`src/rtl/load_store_unit.sv`:
```
// Load/store unit: bridges a CPU load/store request onto a word-wide memory port.
// It handles byte-lane steering, load extension, alignment checks and an ack timeout.
module load_store_unit #(
    parameter int unsigned TIMEOUT = 255
) (
    input  logic        clk,
    input  logic        reset_n,
    input  logic        req_valid,
    input  logic        req_we,
    input  logic [1:0]  req_size,
    input  logic        req_unsigned,
    input  logic [31:0] req_addr,
    input  logic [31:0] req_wdata,
    output logic        stall,
    output logic        resp_valid,
    output logic [31:0] resp_rdata,
    output logic        resp_err,
    output logic        mem_req,
    output logic        mem_we,
    output logic [31:0] mem_addr,
    output logic [31:0] mem_wdata,
    output logic [3:0]  mem_be,
    input  logic        mem_ack,
    input  logic [31:0] mem_rdata
);

    localparam int unsigned CntW = $clog2(TIMEOUT + 1);

    typedef enum logic [1:0] {StIdle, StAccess, StResp} state_e;

    state_e            state_q, state_d;
    logic              we_q, we_d;
    logic [1:0]        size_q, size_d;
    logic              zext_q, zext_d;
    logic [31:0]       addr_q, addr_d;
    logic [31:0]       wdata_q, wdata_d;
    logic [CntW-1:0]   cnt_q, cnt_d;
    logic              err_q, err_d;
    logic [31:0]       rdata_q, rdata_d;

    logic              req_ok;
    logic [31:0]       lane_data;
    logic [31:0]       load_data;
    logic [3:0]        be_mask;

    always_comb begin
        unique case (req_size)
            2'b00:   req_ok = 1'b1;
            2'b01:   req_ok = ~req_addr[0];
            2'b10:   req_ok = (req_addr[1:0] == 2'b00);
            default: req_ok = 1'b0;
        endcase
    end

    // Shift the addressed lane down to bit 0, then extend by size.
    always_comb begin
        lane_data = mem_rdata >> {addr_q[1:0], 3'b000};
        unique case (size_q)
            2'b00:   load_data = zext_q ? {24'b0, lane_data[7:0]}
                                        : {{24{lane_data[7]}}, lane_data[7:0]};
            2'b01:   load_data = zext_q ? {16'b0, lane_data[15:0]}
                                        : {{16{lane_data[15]}}, lane_data[15:0]};
            default: load_data = mem_rdata;
        endcase
    end

    always_comb begin
        unique case (size_q)
            2'b00:   be_mask = 4'b0001 << addr_q[1:0];
            2'b01:   be_mask = 4'b0011 << addr_q[1:0];
            default: be_mask = 4'b1111;
        endcase
    end

    always_comb begin
        state_d = state_q;
        we_d    = we_q;
        size_d  = size_q;
        zext_d  = zext_q;
        addr_d  = addr_q;
        wdata_d = wdata_q;
        cnt_d   = cnt_q;
        err_d   = err_q;
        rdata_d = rdata_q;
        unique case (state_q)
            StIdle: begin
                if (req_valid) begin
                    if (req_ok) begin
                        state_d = StAccess;
                        we_d    = req_we;
                        size_d  = req_size;
                        zext_d  = req_unsigned;
                        addr_d  = req_addr;
                        wdata_d = req_wdata;
                        cnt_d   = '0;
                    end else begin
                        state_d = StResp;
                        err_d   = 1'b1;
                        rdata_d = '0;
                    end
                end
            end
            StAccess: begin
                // An ack arriving on the final allowed cycle still wins over the timeout.
                if (mem_ack) begin
                    state_d = StResp;
                    err_d   = 1'b0;
                    rdata_d = we_q ? 32'h0 : load_data;
                end else if (cnt_q == CntW'(TIMEOUT - 1)) begin
                    state_d = StResp;
                    err_d   = 1'b1;
                    rdata_d = '0;
                    cnt_d   = cnt_q + 1'b1;
                end else begin
                    cnt_d   = cnt_q + 1'b1;
                end
            end
            StResp: begin
                state_d = StIdle;
            end
            default: begin
                state_d = StIdle;
            end
        endcase
    end

    always_ff @(posedge clk or negedge reset_n) begin
        if (!reset_n) begin
            state_q <= StIdle;
            we_q    <= 1'b0;
            size_q  <= 2'b00;
            zext_q  <= 1'b0;
            addr_q  <= '0;
            wdata_q <= '0;
            cnt_q   <= '0;
            err_q   <= 1'b0;
            rdata_q <= '0;
        end else begin
            state_q <= state_d;
            we_q    <= we_d;
            size_q  <= size_d;
            zext_q  <= zext_d;
            addr_q  <= addr_d;
            wdata_q <= wdata_d;
            cnt_q   <= cnt_d;
            err_q   <= err_d;
            rdata_q <= rdata_d;
        end
    end

    always_comb begin
        stall      = req_valid && (state_q != StResp);
        resp_valid = (state_q == StResp);
        resp_err   = (state_q == StResp) && err_q;
        resp_rdata = rdata_q;
        mem_req    = (state_q == StAccess);
        mem_we     = (state_q == StAccess) && we_q;
        mem_be     = (state_q == StAccess) ? be_mask : 4'b0000;
        mem_addr   = {addr_q[31:2], 2'b00};
        unique case (size_q)
            2'b00:   mem_wdata = {4{wdata_q[7:0]}};
            2'b01:   mem_wdata = {2{wdata_q[15:0]}};
            default: mem_wdata = wdata_q;
        endcase
    end

endmodule

```
`config.mk`:
```
export PLATFORM = sky130hd
export DESIGN_NAME = load_store_unit
export DESIGN_NICKNAME = d
export VERILOG_FILES = /design/src/rtl/load_store_unit.sv
export SDC_FILE = /design/constraint.sdc
export NUM_CORES = 1
export LEC_CHECK = 0
export CAP_MARGIN = 20
export CELL_PAD_IN_SITES_DETAIL_PLACEMENT = 0
export CELL_PAD_IN_SITES_GLOBAL_PLACEMENT = 1
export CORE_ASPECT_RATIO = 0.8
export CORE_MARGIN = 4
export CORE_UTILIZATION = 30
export CTS_CLUSTER_DIAMETER = 200
export DETAILED_ROUTE_END_ITERATION = 8
export PLACE_DENSITY_LB_ADDON = 0.05
export SYNTH_ARGS = -nofsm -noshare
export SYNTH_HDL_FRONTEND = slang
export SYNTH_SLANG_ARGS = --single-unit
```
`constraint.sdc`:
```
create_clock -name clk -period 2.4 [get_ports clk]
set_input_delay 0.24 -clock clk [delete_from_list [all_inputs] [get_ports clk]]
set_output_delay 0.24 -clock clk [all_outputs]
set_load 0.005 [all_outputs]
```
# ---- Word-level counts from Yosys, hierarchy flattened
# Cells that the tools add are included.
dict set report totals {
  register_bits 111
  inputBits 104
  wordCells 65
}
dict set report classes {
  add_sub_neg 1
  eq_ne 12
  shifts 3
  muxes 27
  bitwise 1
  n_reduce_logical 12
}
# operator count
set ops {}
lappend ops {{32-bit two-way mux} 7}
lappend ops {{32-bit case mux with 2 select lines} 3}
lappend ops {{32-bit by 5-bit right shift with 16-bit output} 1}
lappend ops {{8-bit two-way mux} 3}
lappend ops {{8-bit case mux with 2 select lines} 1}
lappend ops {{2-bit != test, second input constant} 5}
lappend ops {{8-bit by 1-bit adder with 8-bit output, second input constant} 1}
lappend ops {{8-bit equality test, second input constant} 1}
lappend ops {{2-bit zero test} 4}
lappend ops {{2-bit two-way mux} 4}
lappend ops {{4-bit case mux with 2 select lines} 1}
lappend ops {{4-bit AND reduction} 2}
lappend ops {{2-bit by 1-bit equality test with 1-bit output, second input constant} 3}
lappend ops {{2-bit equality test, second input constant} 2}
lappend ops {{1-bit two-way mux} 4}
lappend ops {{4-bit two-way mux} 1}
lappend ops {{2-bit case mux with 2 select lines} 1}
lappend ops {{1-bit by 2-bit left shift with 4-bit output, first input constant} 1}
lappend ops {{2-bit by 2-bit left shift with 4-bit output, first input constant} 1}
lappend ops {{1-bit logical AND} 3}
lappend ops {{3-bit by 1-bit != test with 1-bit output, second input constant} 1}
lappend ops {{1-bit case mux with 3 select lines} 1}
lappend ops {{3-bit AND reduction} 1}
lappend ops {{1-bit case mux with 2 select lines} 1}
lappend ops {{3 further kinds} 3}

# ---- Depth between registers and ports, before layout
# Gate-level depths: netlist of the first run.
dict set report logic_depth {
  depth_word 6
  ltp_mapped 8
  mapped_depth_nobuf 7
}

# ---- Worst setup path before layout of the first run
# Ideal clock, no wire load.
dict set report synth_path {
  path_kind {register to register}
  from {register cnt_q[0]}
  to {register rdata_q[24] (netlist: resp_rdata[24])}
  arrival_ps 1899
  t_required_ps 2274
  setup_slack_ps 375
  stages_incl_launch_ff 9
  synth_period_minus_slack_ps 2025
  cell_sequence {dfrtp_1 -> inv_1 -> ha_1 -> nand3_1 -> or3_1 -> a221o_1 -> buf_6 -> buf_8 -> a221o_1}
}
dict set report synth_between {
  elab_chain_cells 3
}
# element line
set synth_rtl {}
lappend synth_rtl {{from (decl)} 37} ;# logic [CntW-1:0] cnt_q, cnt_d;
lappend synth_rtl {{from (signal assigned)} 145} ;# cnt_q <= cnt_d;
lappend synth_rtl {{8-bit equality test} 109} ;# end else if (cnt_q == CntW'(TIMEOUT - 1)) begin
lappend synth_rtl {{3-bit by 1-bit != test with 1-bit output (no source line)} --}
lappend synth_rtl {{4-bit AND reduction (no source line)} --}
lappend synth_rtl {{to (signal assigned)} 147} ;# rdata_q <= rdata_d;
lappend synth_rtl {{to (decl)} 39} ;# logic [31:0] rdata_q, rdata_d;
# Every way passes these cells.
# A chain may end at the register's enable or synchronous reset.

# ---- Final worst setup path of the first run
dict set report layout_path {
  from {register size_q[0]}
  to {output port mem_wdata[9]}
}
dict set report layout_between {
  elab_chain_cells 2
  elab_cells_between_ends 3
  classes_between {eq/ne: 1; mux: 1; reduce/logical: 1}
}
# element line
set layout_rtl {}
lappend layout_rtl {{from (decl)} 33} ;# logic [1:0] size_q, size_d;
lappend layout_rtl {{from (signal assigned)} 141} ;# size_q <= size_d;
lappend layout_rtl {{2-bit by 1-bit equality test with 1-bit output or 2-bit zero test (tied branches)} 160} ;# unique case (size_q)
lappend layout_rtl {{32-bit case mux with 2 select lines (*)} 160}
lappend layout_rtl {{to (decl)} 21} ;# output logic [31:0] mem_wdata,
# Mark *: on every way between the ends. The rest lies on a longest branch, timed or not.

==> results of run 1 <==
## path summary, 6_finish.rpt
kind / from / end / slack (ns) / depth (start not counted)
worst max register to register: cnt_q[0] / resp_rdata[31] / 0.23 / 7
max in group asynchronous: reset_n / wdata_q[10] / 1.94 / 2
worst min-delay path: reset_n / resp_rdata[2] / -0.04 / 2
worst min register to register: resp_rdata[15] / resp_rdata[15] / 0.49 / 1
min in group clk: req_addr[23] / addr_q[23] / 0.49 / 2
worst max-delay path: size_q[0] / mem_wdata[9] / 0.15 / 4
## report_power, final
group	total (µW)	internal [µW]	leakage, µW	switching [µW]
logic	4430	2730	0.00180	1710
registers	3110	2610	0.00138	498
clock network	1600	876	0.000152	727
## synthesized netlist by cell type, types with 3 or more instances
| cell type | count |
|---|---|
| a21oi_1 | 4 |
| xnor2_1 | 3 |
| nor3b_1 | 3 |
| buf_4 | 41 |
| mux2_2 | 84 |
| buf_2 | 10 |
| buf_1 | 3 |
| clkbuf_1 | 9 |
| a2bb2oi_1 | 14 |
| o21ai_0 | 17 |
| nand3_1 | 9 |
| nand2_1 | 22 |
| nor3_1 | 3 |
| nand2b_1 | 5 |
| mux2i_1 | 24 |
| o221ai_1 | 8 |
| dfrtp_1 | 111 |
| a221o_2 | 4 |
| a221o_1 | 19 |
| nor2_1 | 21 |
| inv_1 | 14 |
## repair_timing
item / in CTS / in global routing
gates resized for setup: 0 / 1
setup endpoints to repair: 0 / 1
setup buffers: 0 / 0
hold buffers: 0 / 0
## layer usage
layer  share of wire [%]  routed length [µm]  GRT usage [%]
met5                0.18                  29              0
met2                  46                7630           25.0
met1                  44                7180           19.2
met3                 8.5                1400           6.37
met4                 1.4                 232           4.11
## logic make-up (layout without fill, tap and decap cells)
logic type | after synthesis | after routing | share of synthesized area (%)
DFF | 111 | 111 | 49.4
other | 1 | 2 | 0.0667
AOI/OAI and AO/OA | 82 | 82 | 11.9
xor gates and xnor gates | 5 | 5 | 0.779
buffers and inverters | 83 | 257 | 9.25
muxes | 109 | 109 | 21.5
and+or+nand+nor | 77 | 77 | 6.72
adders and majority gates | 2 | 2 | 0.445
## cell type report
cell class                      instances  area share [%]
Inverter                               15           0.698
Tap cell                              253            3.92
Timing Repair Buffer                  226            28.0
Clock inverter                          5           0.791
Multi-Input combinational cell        277            29.0
Clock buffer                           11            3.13
Sequential cell                       111            34.5
## per-stage QoR
step	utilization, %	cell area [µm²]	worst slack [ns]	hold WS, ns	power [µW]
after global routing	44.1	8070	0.0567	0.0193	9780
after global placement	42.4	7750	0.0993	0.386	7600
after floorplan	-	5630	0.375	-0.0556	5500
final	44.1	8070	0.150	-0.0417	9150
after CTS	44.1	8060	0.0981	0.00398	9290
after detailed placement	42.4	7750	0.0918	0.387	7610
## flip-flops by register name, indices dropped and copies added, names as in the netlist
name        cells
addr_q         32
zext_q          1
state_q         2
we_q            1
resp_rdata     32
wdata_q        32
err_q           1
cnt_q           8
size_q          2
==> flow_summary.yaml, run 1 <==
detailed_routing:
  routedWlPerCell_um: 18.4
  post-route-drc-count: 0
  ant_nets: 0
  vias_per_cell: 4.73
  dr.pass1.iters: 4
  vias: 4246
  drt-total-wl_um: 16500
  drt-initial-drc-count: 191
sta:
  fin_crit_sh_pct: 93.8
  slew-limit-headroom_pct: 56.9
  max_freq_mhz: 444
  min_period_ns: 2.25
  slew_viol_final: 0
  timing.hold.ws_ns: -0.0417
  setup_viol_count_final: 0
  finClkSkew_ns: 0.0103
  tns_ns: 0
  rsz0062_at_grt: "false"
  hold_viol: 38
  worstMarginPinSlew_ns: 0.647
clocking:
  root_buffer: "clkbuf_16"
  cts_buffer_depth: 2
  clkSinkCount: 111
  numCtsBuffers: 9
  cts_tree: "yes"
  cts.htree.levels: 3
  insertion_delay_ns: 0.36
  clkSlewWorstSetupHoldPaths_ns: 0.07
global_routing:
  grt_pass1_vias: 4469
  antenna_found_initial: 2
  grt_remaining_overflow: 0
  grt_use_total_pct: 15.4
  grt_pass1_wl_um: 25300
  grt_max_degree: 112
floorplanning:
  dieWidth_um: 161
  initial_core_util_pct: 30.8
  ioPinCount: 209
  rows: 44
  coreArea_um2: 18300
  die-area_um2: 21000
  fp.dieH_um: 130
finish:
  final_common_cell: "clkdlybuf4s50_1"
  nets: 746
  drive_gt1_share_pct: 20.9
  fillers: 1761
  synthToLayoutAreaGrowth_pct: 43.4
  diodes: 0
  mostFrequentLayoutCells: "clkdlybuf4s50_1 (205), dfrtp_1 (110), mux2_2 (84), mux2i_1 (24), nand2_1 (22)"
  final_cells: 898
  multiInputGateArea_um2: 2340
  final-seq-area_um2: 2780
hold_path:
  min_path_type: "in -> async"
worst_setup_path:
  critPathBufInv: 2
  arrival_ns: 2.01
  startpoint_type: "flip-flop"
  required_ns: 2.16
  critPathSlowestCell: "clkdlybuf4s50_1"
  path_max_fanout: 8
  critPathMaxStageDelay_ns: 0.50
  critPathTopFamily: "buffers and inverters"
  worst_setup_path_end_kind: "output port"
  cp_cell_sequence: "nor2_1, buf_4, mux2_2, clkdlybuf4s50_1"
  worstSetupPathType: "reg -> out"
logic_synthesis:
  syn_area_um2: 5630
  ys_ff_latch: 111
  ys_types: 54
  synth_ff_type: "dfrtp_1"
  syn_inst: 470
  yosysSeqAreaShare_pct: 49.4
  yosys.area.top_type: "dfrtp_1"
  async_flop_share_pct: 100
  yosysTopAreaCellShare_pct: 49.4
  ys_warn_count: 0
  synth_area_leaders: "dfrtp_1 (49%), mux2_2 (17%), buf_4 (5.5%)"
  synth_edf_count: 0
  syn_avg_cell_area_um2: 12.0
power_and_ir_drop:
  leakagePower_uw: 0.00333
  powerDensity_nw_per_um2: 1130
  vdd_drop_max_mv: 0.538
run_status:
  status: "complete, but fails checks"
  violations: "negative hold slack"
place:
  gp_congestion: 0.777
  hpwlAfterDp_um: 12000
  portBuffers: 206
  dp_cells: 882
job:
  maxCapViolations: 0
(Power assumes the default switching activity.)
==> run 2, diff against run 1 <==
Settings changed: CORE_UTILIZATION 30 to 34.
==> flow_summary.yaml, run 2 (synthesis gave the netlist of run 1 again) <==
sta:
  worstMarginPinSlew_ns: 0.686
  rsz0062_at_grt: "false"
  hold_viol: 0
  fin_crit_sh_pct: 94.3
  tns_ns: 0
  slew-limit-headroom_pct: 54.2
  max_freq_mhz: 442
  finClkSkew_ns: 0.00555
  min_period_ns: 2.26
  slew_viol_final: 0
  setup_viol_count_final: 0
  timing.hold.ws_ns: 0.379
clocking:
  cts.htree.levels: 3
  cts_tree: "yes"
  clkSinkCount: 111
  root_buffer: "clkbuf_16"
  cts_setup_buffers: 0
  numCtsBuffers: 9
  cts_buffer_depth: 2
  insertion_delay_ns: 0.35
  clkSlewWorstSetupHoldPaths_ns: 0.07
finish:
  fillers: 1439
  synthToLayoutAreaGrowth_pct: 42.7
  multiInputGateArea_um2: 2340
  mostFrequentLayoutCells: "clkdlybuf4s50_1 (205), dfrtp_1 (110), mux2_2 (84), mux2i_1 (24), nand2_1 (22)"
  post-route-util_pct: 50.1
  final-seq-area_um2: 2780
  final_cell_area_um2: 8030
  diodes: 0
  nets: 749
  drive_gt1_share_pct: 20.9
  final_common_cell: "clkdlybuf4s50_1"
worst_setup_path:
  r2r.worst_path.cells: 7
  worst_setup_path_end_kind: "output port"
  worstSetupPathType: "reg -> out"
  critPathBufInv: 2
  cp_cell_sequence: "nor2_1, buf_4, mux2_2, clkdlybuf4s50_1"
  critPathTopFamily: "buffers and inverters"
  required_ns: 2.16
  crit_start: "size_q[1]"
  startpoint_type: "flip-flop"
  worst-path-stages: 4
  path_max_fanout: 10
  critPathSlowestCell: "dfrtp_2"
  arrival_ns: 2.02
  r2r-start: "cnt_q[0]"
  critPathMaxStageDelay_ns: 0.49
detailed_routing:
  ant_nets: 0
  drt-total-wl_um: 16000
  post-route-drc-count: 0
  dr.pass1.iters: 4
  drt-initial-drc-count: 165
  routedWlPerCell_um: 18.5
  vias: 4279
  vias_per_cell: 4.96
global_routing:
  grt_use_total_pct: 17.1
  grt_max_degree: 50
  grt_pass1_vias: 4595
  antenna_found_initial: 0
  grt_pass1_wl_um: 25300
  grt_remaining_overflow: 0
floorplanning:
  initial_core_util_pct: 35.1
  dieWidth_um: 152
  fp.dieH_um: 123
  rows: 41
  ioPinCount: 209
  coreArea_um2: 16000
  die-area_um2: 18700
run_status:
  status: "finished, final reports clean"
place:
  place_area_um2: 7710
  gp_congestion: 0.829
  portBuffers: 206
  hpwlAfterDp_um: 12000
power_and_ir_drop:
  powerDensity_nw_per_um2: 1130
  vdd_drop_max_mv: 0.601
  leakagePower_uw: 0.00333
hold_path:
  min_path_type: "in -> async"
job:
  maxCapViolations: 0
## run 2: changes by cell type in the layout (fill, tap and decap cells not counted)
cell           change
inv_6              -1
clkbuf_1           +1
buf_4              +2
clkinv_4           -2
dlygate4sd3_1      +1
clkinv_2           +1
## run 2: worst reg2reg max path, cell delays in order, from the launching register on
cell and delay, ns:
dfrtp_1 0.43, inv_1 0.08, ha_1 0.13, nand3_1 0.06, or3_1 0.36, a221o_1 0.37
buf_4 0.22, a221o_2 0.43
## run 2: what timing repair did
item / in CTS / in global routing
endpoints found under the setup margin: 0 / 1
resized for setup: 0 / 1
endpoints found under the hold margin: 30 / 0
hold buffers: 1 / 0
## run 2: worst paths after layout
path,endpoint,slack (ns)
min in group clk,resp_rdata[15],0.49
hold reg to reg,resp_rdata[15],0.49
max in group asynchronous,resp_rdata[25],1.24
hold / removal,cnt_q[2],0.38
setup / recovery,mem_wdata[10],0.14
setup reg to reg,resp_rdata[11],0.21
## run 2: power breakdown
group	switching, µW	leakage, µW	internal [µW]	total [µW]
combinational	1600	0.00181	2720	4320
clock	669	0.000145	860	1530
sequential	569	0.00138	2610	3180
total	2840	0.00333	6200	9030
## run 2: layout make-up
type | instances | area share, %
Clock buffer | 12 | 3.20
Inverter | 15 | 0.701
Timing Repair Buffer | 229 | 28.5
Multi-Input combinational cell | 277 | 29.1
Sequential cell | 111 | 34.6
Clock inverter | 3 | 0.530
Tap cell | 215 | 3.35
## run 2: stage by stage
stage	instances	setup WS, ns	total power, µW
2_1_floorplan	471	0.375	5500
4_1_cts	862	0.0189	9180
6_report	862	0.137	9030
3_5_place_dp	846	0.0835	7580
3_3_place_gp	846	0.128	7540
5_1_grt	862	0.0135	9680
## run 2: metal layers
layer / vias to the layer above / track usage (%) / wire, µm / part of all wire (%)
met4: 0 / 4.55 / 214 / 1.3
met3: 14 / 7.42 / 1400 / 8.8
met5: - / 0 / 0 / 0
li1: 2002 / - / - / -
met2: 145 / 26.4 / 7350 / 46
met1: 2118 / 22.3 / 7010 / 44
